==> src/rtl/sensor_monitor_pkg.sv <==
// Shared types and constants for the sensor error monitor.
//   chan_state_t : per-channel fault FSM state encoding
//   SENS_*       : bit positions of the W/X/Y/Z sensors inside a channel nibble
package sensor_monitor_pkg;

    typedef enum logic [1:0] {
        OK,
        PEND,
        FAULT
    } chan_state_t;

    localparam int unsigned SENS_W = 3;
    localparam int unsigned SENS_X = 2;
    localparam int unsigned SENS_Y = 1;
    localparam int unsigned SENS_Z = 0;

endpackage

==> src/rtl/sensor_chan.sv <==
// One sensor channel: raw-error equation, persistence filter and fault FSM.
// Ports:
//   clk, rst  : clock and synchronous active-high reset
//   sens      : channel sensors {W, X, Y, Z}
//   latch_en  : 1 = fault sticky until clear, 0 = fault follows raw error
//   clear     : forces the channel back to OK, discarding any partial count
//   fault     : registered fault flag
//   enter     : high in the cycle whose closing edge moves the channel into FAULT
module sensor_chan
    import sensor_monitor_pkg::*;
#(
    parameter int unsigned PERSIST = 3
) (
    input  logic       clk,
    input  logic       rst,
    input  logic [3:0] sens,
    input  logic       latch_en,
    input  logic       clear,
    output logic       fault,
    output logic       enter
);

    localparam int unsigned CW = $clog2(PERSIST + 1);

    chan_state_t   state_q, state_d;
    logic [CW-1:0] cnt_q, cnt_d;
    logic          raw;

    assign raw = sens[SENS_Z] | (sens[SENS_Y] & (sens[SENS_W] | sens[SENS_X]));

    always_comb begin
        state_d = state_q;
        cnt_d   = cnt_q;
        unique case (state_q)
            OK: begin
                if (raw && PERSIST == 1) begin
                    state_d = FAULT;
                    cnt_d   = '0;
                end else if (raw) begin
                    state_d = PEND;
                    cnt_d   = CW'(1);
                end else begin
                    cnt_d = '0;
                end
            end
            PEND: begin
                if (!raw) begin
                    state_d = OK;
                    cnt_d   = '0;
                end else if (cnt_q == CW'(PERSIST - 1)) begin
                    state_d = FAULT;
                    cnt_d   = '0;
                end else begin
                    cnt_d = cnt_q + CW'(1);
                end
            end
            FAULT: begin
                if (!latch_en && !raw) begin
                    state_d = OK;
                end
            end
            default: begin
                state_d = OK;
                cnt_d   = '0;
            end
        endcase
        // clear beats every transition, including a pending entry into FAULT
        if (clear) begin
            state_d = OK;
            cnt_d   = '0;
        end
    end

    always_ff @(posedge clk) begin
        if (rst) begin
            state_q <= OK;
            cnt_q   <= '0;
        end else begin
            state_q <= state_d;
            cnt_q   <= cnt_d;
        end
    end

    assign fault = (state_q == FAULT);
    assign enter = (state_d == FAULT) && (state_q != FAULT);

endmodule

==> src/rtl/sensor_monitor.sv <==
// Multi-channel sensor error monitor.
// Ports:
//   clk, rst     : clock and synchronous active-high reset
//   sensors      : channel c occupies sensors[4c+3:4c] as {W, X, Y, Z}
//   latch_en     : sticky (1) or live (0) fault flags
//   clear        : returns channels to OK and drops the first-fault capture
//   fault        : per-channel registered fault flags
//   error        : OR of all fault flags
//   fault_count  : saturating count of FAULT entries (only rst clears it)
//   first_valid  : a first fault has been captured since reset/clear
//   first_ch     : lowest channel index among the first entries
module sensor_monitor
    import sensor_monitor_pkg::*;
#(
    parameter  int unsigned NUM_CH  = 4,
    parameter  int unsigned PERSIST = 3,
    parameter  int unsigned CNT_W   = 8,
    localparam int unsigned IDX_W   = (NUM_CH > 1) ? $clog2(NUM_CH) : 1
) (
    input  logic                clk,
    input  logic                rst,
    input  logic [4*NUM_CH-1:0] sensors,
    input  logic                latch_en,
    input  logic                clear,
    output logic [NUM_CH-1:0]   fault,
    output logic                error,
    output logic [CNT_W-1:0]    fault_count,
    output logic                first_valid,
    output logic [IDX_W-1:0]    first_ch
);

    localparam int unsigned ADD_W = $clog2(NUM_CH + 1);
    localparam int unsigned SUM_W = CNT_W + ADD_W;
    localparam logic [SUM_W-1:0] CNT_MAX = SUM_W'({CNT_W{1'b1}});

    logic [NUM_CH-1:0] enter;
    logic [ADD_W-1:0]  n_enter;
    logic [SUM_W-1:0]  sum;
    logic [CNT_W-1:0]  count_d;
    logic [IDX_W-1:0]  first_idx;

    for (genvar c = 0; c < NUM_CH; c++) begin : g_chan
        sensor_chan #(
            .PERSIST(PERSIST)
        ) u_chan (
            .clk     (clk),
            .rst     (rst),
            .sens    (sensors[4*c +: 4]),
            .latch_en(latch_en),
            .clear   (clear),
            .fault   (fault[c]),
            .enter   (enter[c])
        );
    end

    assign error = |fault;

    // Popcount of entries, then saturating add in a widened sum
    always_comb begin
        n_enter = '0;
        for (int i = 0; i < NUM_CH; i++) begin
            n_enter = n_enter + ADD_W'(enter[i]);
        end
        sum     = SUM_W'(fault_count) + SUM_W'(n_enter);
        count_d = (sum > CNT_MAX) ? CNT_MAX[CNT_W-1:0] : sum[CNT_W-1:0];
    end

    // Lowest-index entering channel wins
    always_comb begin
        first_idx = '0;
        for (int i = NUM_CH - 1; i >= 0; i--) begin
            if (enter[i]) begin
                first_idx = IDX_W'(i);
            end
        end
    end

    always_ff @(posedge clk) begin
        if (rst) begin
            fault_count <= '0;
            first_valid <= 1'b0;
            first_ch    <= '0;
        end else begin
            fault_count <= count_d;
            if (clear) begin
                first_valid <= 1'b0;
                first_ch    <= '0;
            end else if (!first_valid && |enter) begin
                first_valid <= 1'b1;
                first_ch    <= first_idx;
            end
        end
    end

endmodule

==> config.mk <==
export PLATFORM = sky130hd
export DESIGN_NAME = sensor_monitor
export DESIGN_NICKNAME = d
export VERILOG_FILES = /design/src/rtl/sensor_monitor_pkg.sv /design/src/rtl/sensor_chan.sv /design/src/rtl/sensor_monitor.sv
export SDC_FILE = /design/constraint.sdc
export NUM_CORES = 1
export LEC_CHECK = 0
export CAP_MARGIN = 20
export CELL_PAD_IN_SITES_DETAIL_PLACEMENT = 1
export CELL_PAD_IN_SITES_GLOBAL_PLACEMENT = 1
export CORE_ASPECT_RATIO = 1.2
export CORE_MARGIN = 2
export CORE_UTILIZATION = 38
export CTS_CLUSTER_SIZE = 20
export DETAILED_ROUTE_END_ITERATION = 7
export DONT_BUFFER_PORTS = 1
export PLACE_DENSITY_LB_ADDON = 0.1
export RECOVER_POWER = 100
export SETUP_SLACK_MARGIN = 0.2
export SLEW_MARGIN = 30
export SYNTH_ARGS = -nofsm -noshare
export SYNTH_HDL_FRONTEND = slang
export SYNTH_SLANG_ARGS = --single-unit
==> constraint.sdc <==
create_clock -name clk -period 3.6 [get_ports clk]
set_input_delay 0.72 -clock clk [delete_from_list [all_inputs] [get_ports clk]]
set_output_delay 0.72 -clock clk [all_outputs]
set_load 0.03 [all_outputs]
-- Word level (Yosys, flattened, before mapping)
Index checks and enable logic that the tools add are counted.
- $lt $le $gt $ge: 1
- add/sub/neg operators: 8
- bitwise logic cells: 12
- muxes and demuxes: 45
- reductions and logical operators: 22
- equality and inequality tests: 20
- operators by type and width (kind ; count):
    $mux 2 ; 32
    $pmux 2 s3 ; 8
    $eq 2x2->1 const B ; 12
    $add 8x3->9 ; 1
    $gt 9x8->1 const B ; 1
    $logic_and 1x1->1 ; 9
    $add 2x1->2 const B ; 4
    $eq 2x1->1 const B ; 4
    $logic_not 2->1 ; 4
    $mux 8 ; 1
    $ne 2x2->1 const B ; 4
    $or 1x1->1 ; 8
    $reduce_or 4->1 ; 2
    $logic_not 1->1 ; 6
    $and 1x1->1 ; 4
    $mux 1 ; 4
    $add 2x1->3 ; 1
    $add 3x1->3 ; 1
    $add 1x1->2 ; 1
    $reduce_or 2->1 ; 1
- output and inout port bits: 16
- word-level logic and storage cells: 119
- register bits after elaboration: 27
- input port bits: 20

-- Logic depth before layout (Yosys ltp)
- depth after elaboration: 16
- depth in mapped cells: 12
- mapped depth without buffers: 12

-- By module
Synthesis repeated with hierarchy kept, for this count alone.
- cells, all modules: 157
- area, all modules: 1485.2 sq um
- by module, submodules not included (module ; area an instance (sq um) ; seq. area each (sq um) ; cells each ; times used):
    sensor_chan ; 230.2 ; 80.1 ; 25 ; 4
    sensor_monitor ; 564.3 ; 220.2 ; 57 ; 1

-- Worst setup path after synthesis
No wires, ideal clock.
- kind: in2reg
- start point: input port sensors[10]
- end point: register fault_count[4]
- arrival time: 3.132 ns
- buffers on the path: 0
- setup time: 0.070 ns
- slack: 0.398 ns
- data required time: 3.530 ns
- cell stages on the path: 11
- cell sequence: o21ai_0 a2111o_1 inv_1 fa_1 inv_1 fa_1 inv_1 fa_1 and4_1 or2_2 a21oi_1
- longest elaborated chain between the ends: 15
- elaborated cells on any way between the ends: 17
- those cells by class: 3 x add/sub; 1 x order compare; 1 x eq/ne; 6 x mux; 3 x bitwise; 3 x reduce/logical
- RTL lines (what ; line ; text):
    start: declaration ; sensor_monitor.sv:22 ; input logic [4*NUM_CH-1:0] sensors,
    $or 1x1->1 * ; sensor_chan.sv:29 ; assign raw = sens[SENS_Z] | (sens[SENS_Y] & (sens[SENS_W] | sens[SENS_X]));
    $and 1x1->1 * ; sensor_chan.sv:29 ;
    $or 1x1->1 * ; sensor_chan.sv:29 ;
    $logic_not 1->1 ; n/a ;
    $logic_and 1x1->1 ; sensor_chan.sv:58 ; if (!latch_en && !raw) begin
    $mux 2 ; sensor_chan.sv:58 ;
    $pmux 2 s3 * ; sensor_chan.sv:34 ; unique case (state_q)
    $mux 2 * ; sensor_chan.sv:68 ; if (clear) begin
    $eq 2x2->1 * ; sensor_chan.sv:85 ; assign enter = (state_d == FAULT) && (state_q != FAULT);
    $logic_and 1x1->1 * ; sensor_chan.sv:85 ;
    $add 2x1->3 * ; sensor_monitor.sv:62 ; n_enter = n_enter + ADD_W'(enter[i]);
    $add 3x1->3 * ; sensor_monitor.sv:62 ;
    $add 8x3->9 * ; sensor_monitor.sv:64 ; sum = SUM_W'(fault_count) + SUM_W'(n_enter);
    $gt 9x8->1 ; sensor_monitor.sv:65 ; count_d = (sum > CNT_MAX) ? CNT_MAX[CNT_W-1:0] : sum[CNT_W-1:0];
    $mux 8 * ; sensor_monitor.sv:65 ;
    end signal: assignment ; sensor_monitor.sv:84 ; fault_count <= count_d;
    end: declaration ; sensor_monitor.sv:27 ; output logic [CNT_W-1:0] fault_count,
Mark *: on every way between the ends. The rest lies on a longest branch, timed or not.
A chain may end at the register's enable or synchronous reset.

-- Worst setup path after layout
Same ends and word-level chain as after synthesis.

==> results.cfg <==
[logic_synthesis]
yosysWarnings = 0
syn_inst = 154
synth_top_family_by_area = compound AO/OA/AOI/OAI gates
synth_nets = 178
synth_xor_area_share_pct = 1.909
synthDistinctLibCells = 43
synthTopCellsByArea = dfxtp_1, a21oi_1, fa_1
synth_edf_count = 0
synth-compound-area-share_pct = 24.18
synth_fa_ha_area_share_pct = 5.273
yosysTopAreaCellShare_pct = 39.27
synth-seq-cells = 27
synth_top_cell_by_area = dfxtp_1
async_flop_share_pct = 0
ys.flop_type = dfxtp_1
seq_area_frac_synth_pct = 39.27
avgSynthCellArea_um2 = 8.937
netlist_area_um2 = 1376
synth_mux_area_share_pct = 0.7273
synth-simple-area-share_pct = 23.18

[clocking]
worstSkewPairLatency_ns = 0.27
numCtsBuffers = 3
root_buffer = clkbuf_8
cts_resized = 0
holdBufCountCts = 0
clock-sinks = 27
cts_tree = yes
cts.clk_slew.worst_paths_ns = 0.09
clock_path_buffers = 2
cts_setup_buffers = 0
cts-htree-levels = 1

[floorplan]
die_h_um = 69.93
start_util_pct = 40.53
die_x_um = 58.94
core_um2 = 3396
die_area_um2 = 4121
row_count = 23
ios = 36

[grt]
antenna_found_initial = 0
gr-total-overflow = 0
grt_usage_pct = 16.52
grt_pass1_wl_mm = 5.430
grt_pass1_vias = 1210
grt_max_degree = 16

[power]
p_total_uw = 507.5
irDropWorstVdd_v = 0.0001066
leakage_uw = 0.0006064
powerDensity_nw_per_um2 = 351.8

[sta]
fin_crit_sh_pct = 83.61
rsz0062_at_grt = false
setup-violations-final = 0
slew_violations = 0
finalHoldViolCount = 0
fin_crit_ns = 3.010
clock_skew_ns = 0.006120
max_freq_ghz = 0.3322
max_slew.worst_pin.slew_ns = 0.5505
setup_ws_ns = 0.5900
fin_tns_setup_ns = 0
maxSlewHeadroom_pct = 63.30

[routing]
drt-wirelength-per-cell_um = 16.09
wl_mm = 3.106
firstDrtPassIters = 7
ant_nets = 0
drt_iter0_markers = 36
via_count = 1128
drc_errors = 4
viasPerCell = 5.845

[finish]
syn_to_final_growth_pct = 4.818
layout_common_cells = dfxtp_1, a21oi_1, nor2_1, nand2_1, inv_1
layout_commonest_cell = dfxtp_1
nets = 181
layout-drive-gt1-share_pct = 5.769
fin_area_um2 = 1443
layout.cells.non_filler = 193
diodes = 0

[critical_path]
critPathKind = input pin to flip-flop
end_kind = flip-flop
worstSetupStartpointType = input pin
critPathArrivalTime_ns = 3.22
crit_fanout = 5
cp_data_required_time_ns = 3.81

[run]
maxCapViolations = 0

[place]
dpl.cell_count = 189
io_buffers = 0
gp_congestion = 0.7375
place_ws_ns = 0.2952
place_hpwl_mm = 2.473
dpl_cell_area_um2 = 1415

[worst_hold_path]
hold_class = flip-flop to flip-flop

[outcome]
failed_checks = design-rule violations
outcome = complete, but fails checks
## per-stage QoR
step / utilization, % / hold slack [ns]
global placement: 41.67 / 0.4641
CTS: 43.04 / 0.4945
finish: 42.48 / 0.4837
global route: 42.48 / 0.4899
floorplan: - / 0.4493
detailed placement: 41.67 / 0.4803
## final cells by class
type | count | area (um^2)
Timing Repair Buffer | 4 | 15.01
Tap cell | 37 | 46.29
Fill cell | 409 | 1953
Multi-Input combinational cell | 111 | 757.0
Sequential cell | 27 | 540.5
Inverter | 10 | 37.54
Clock buffer | 3 | 41.29
Clock inverter | 1 | 5.005
## synth_stat cells, drive strengths merged, types with 2 or more instances
master   instances
o2bb2a           2
o21ai            6
xor2             2
a21o             6
a21oi           16
inv             10
a2111o           4
buf              4
or2              2
a41oi            2
fa               3
and2             4
nand2           13
nand3b           6
nor2            15
o221a            2
nor2b            4
dfxtp           27
clkbuf           2
a2bb2oi          2
or3              4
## logic make-up (layout without fill, tap and decap cells)
group / after synthesis / after routing
XOR/XNOR: 3 / 3
AND/OR/NAND/NOR: 57 / 57
buffers and inverters: 16 / 18
AO/OA/AOI/OAI: 46 / 46
flip-flops: 27 / 27
adder cells (fa/ha/maj): 4 / 4
multiplexers: 1 / 1
## power breakdown
group | internal, uW | switching (uW)
Clock | 77.4 | 92.0
Combinational | 13.1 | 15.6
Sequential | 304 | 5.37
Total | 395 | 113
## critical path: stages
cell and delay, ns:
o21ai_0 0.09, a2111o_1 0.49, inv_1 0.13, fa_1 0.42, inv_1 0.08, fa_1 0.18, inv_1 0.06, fa_1 0.40
and4_1 0.21, or2_2 0.30, a21oi_1 0.13
## state kept, by name, indices dropped and copies added (netlist names)
register / cells
first_ch: 2
g_chan.u_chan.cnt_q: 8
first_valid: 1
fault_count: 8
g_chan.u_chan.state_q: 8
## final timing paths
check	start	cells past startpoint	slack (ns)	end
max	sensors[10]	11	0.59	fault_count[4]
min	g_chan[3].u_chan.cnt_q[1]	2	0.48	g_chan[3].u_chan.cnt_q[1]
max reg2reg	g_chan[2].u_chan.cnt_q[0]	11	0.60	fault_count[4]
min reg2reg	g_chan[3].u_chan.cnt_q[1]	2	0.48	g_chan[3].u_chan.cnt_q[1]
## metal layers
metal  wire length [um]  track usage (%)
met5                  0                0
met4                 33            4.545
met3                236            4.630
met2               1631            28.89
met1               1204            19.21
No activity file was read; power rests on OpenSTA's default activity.
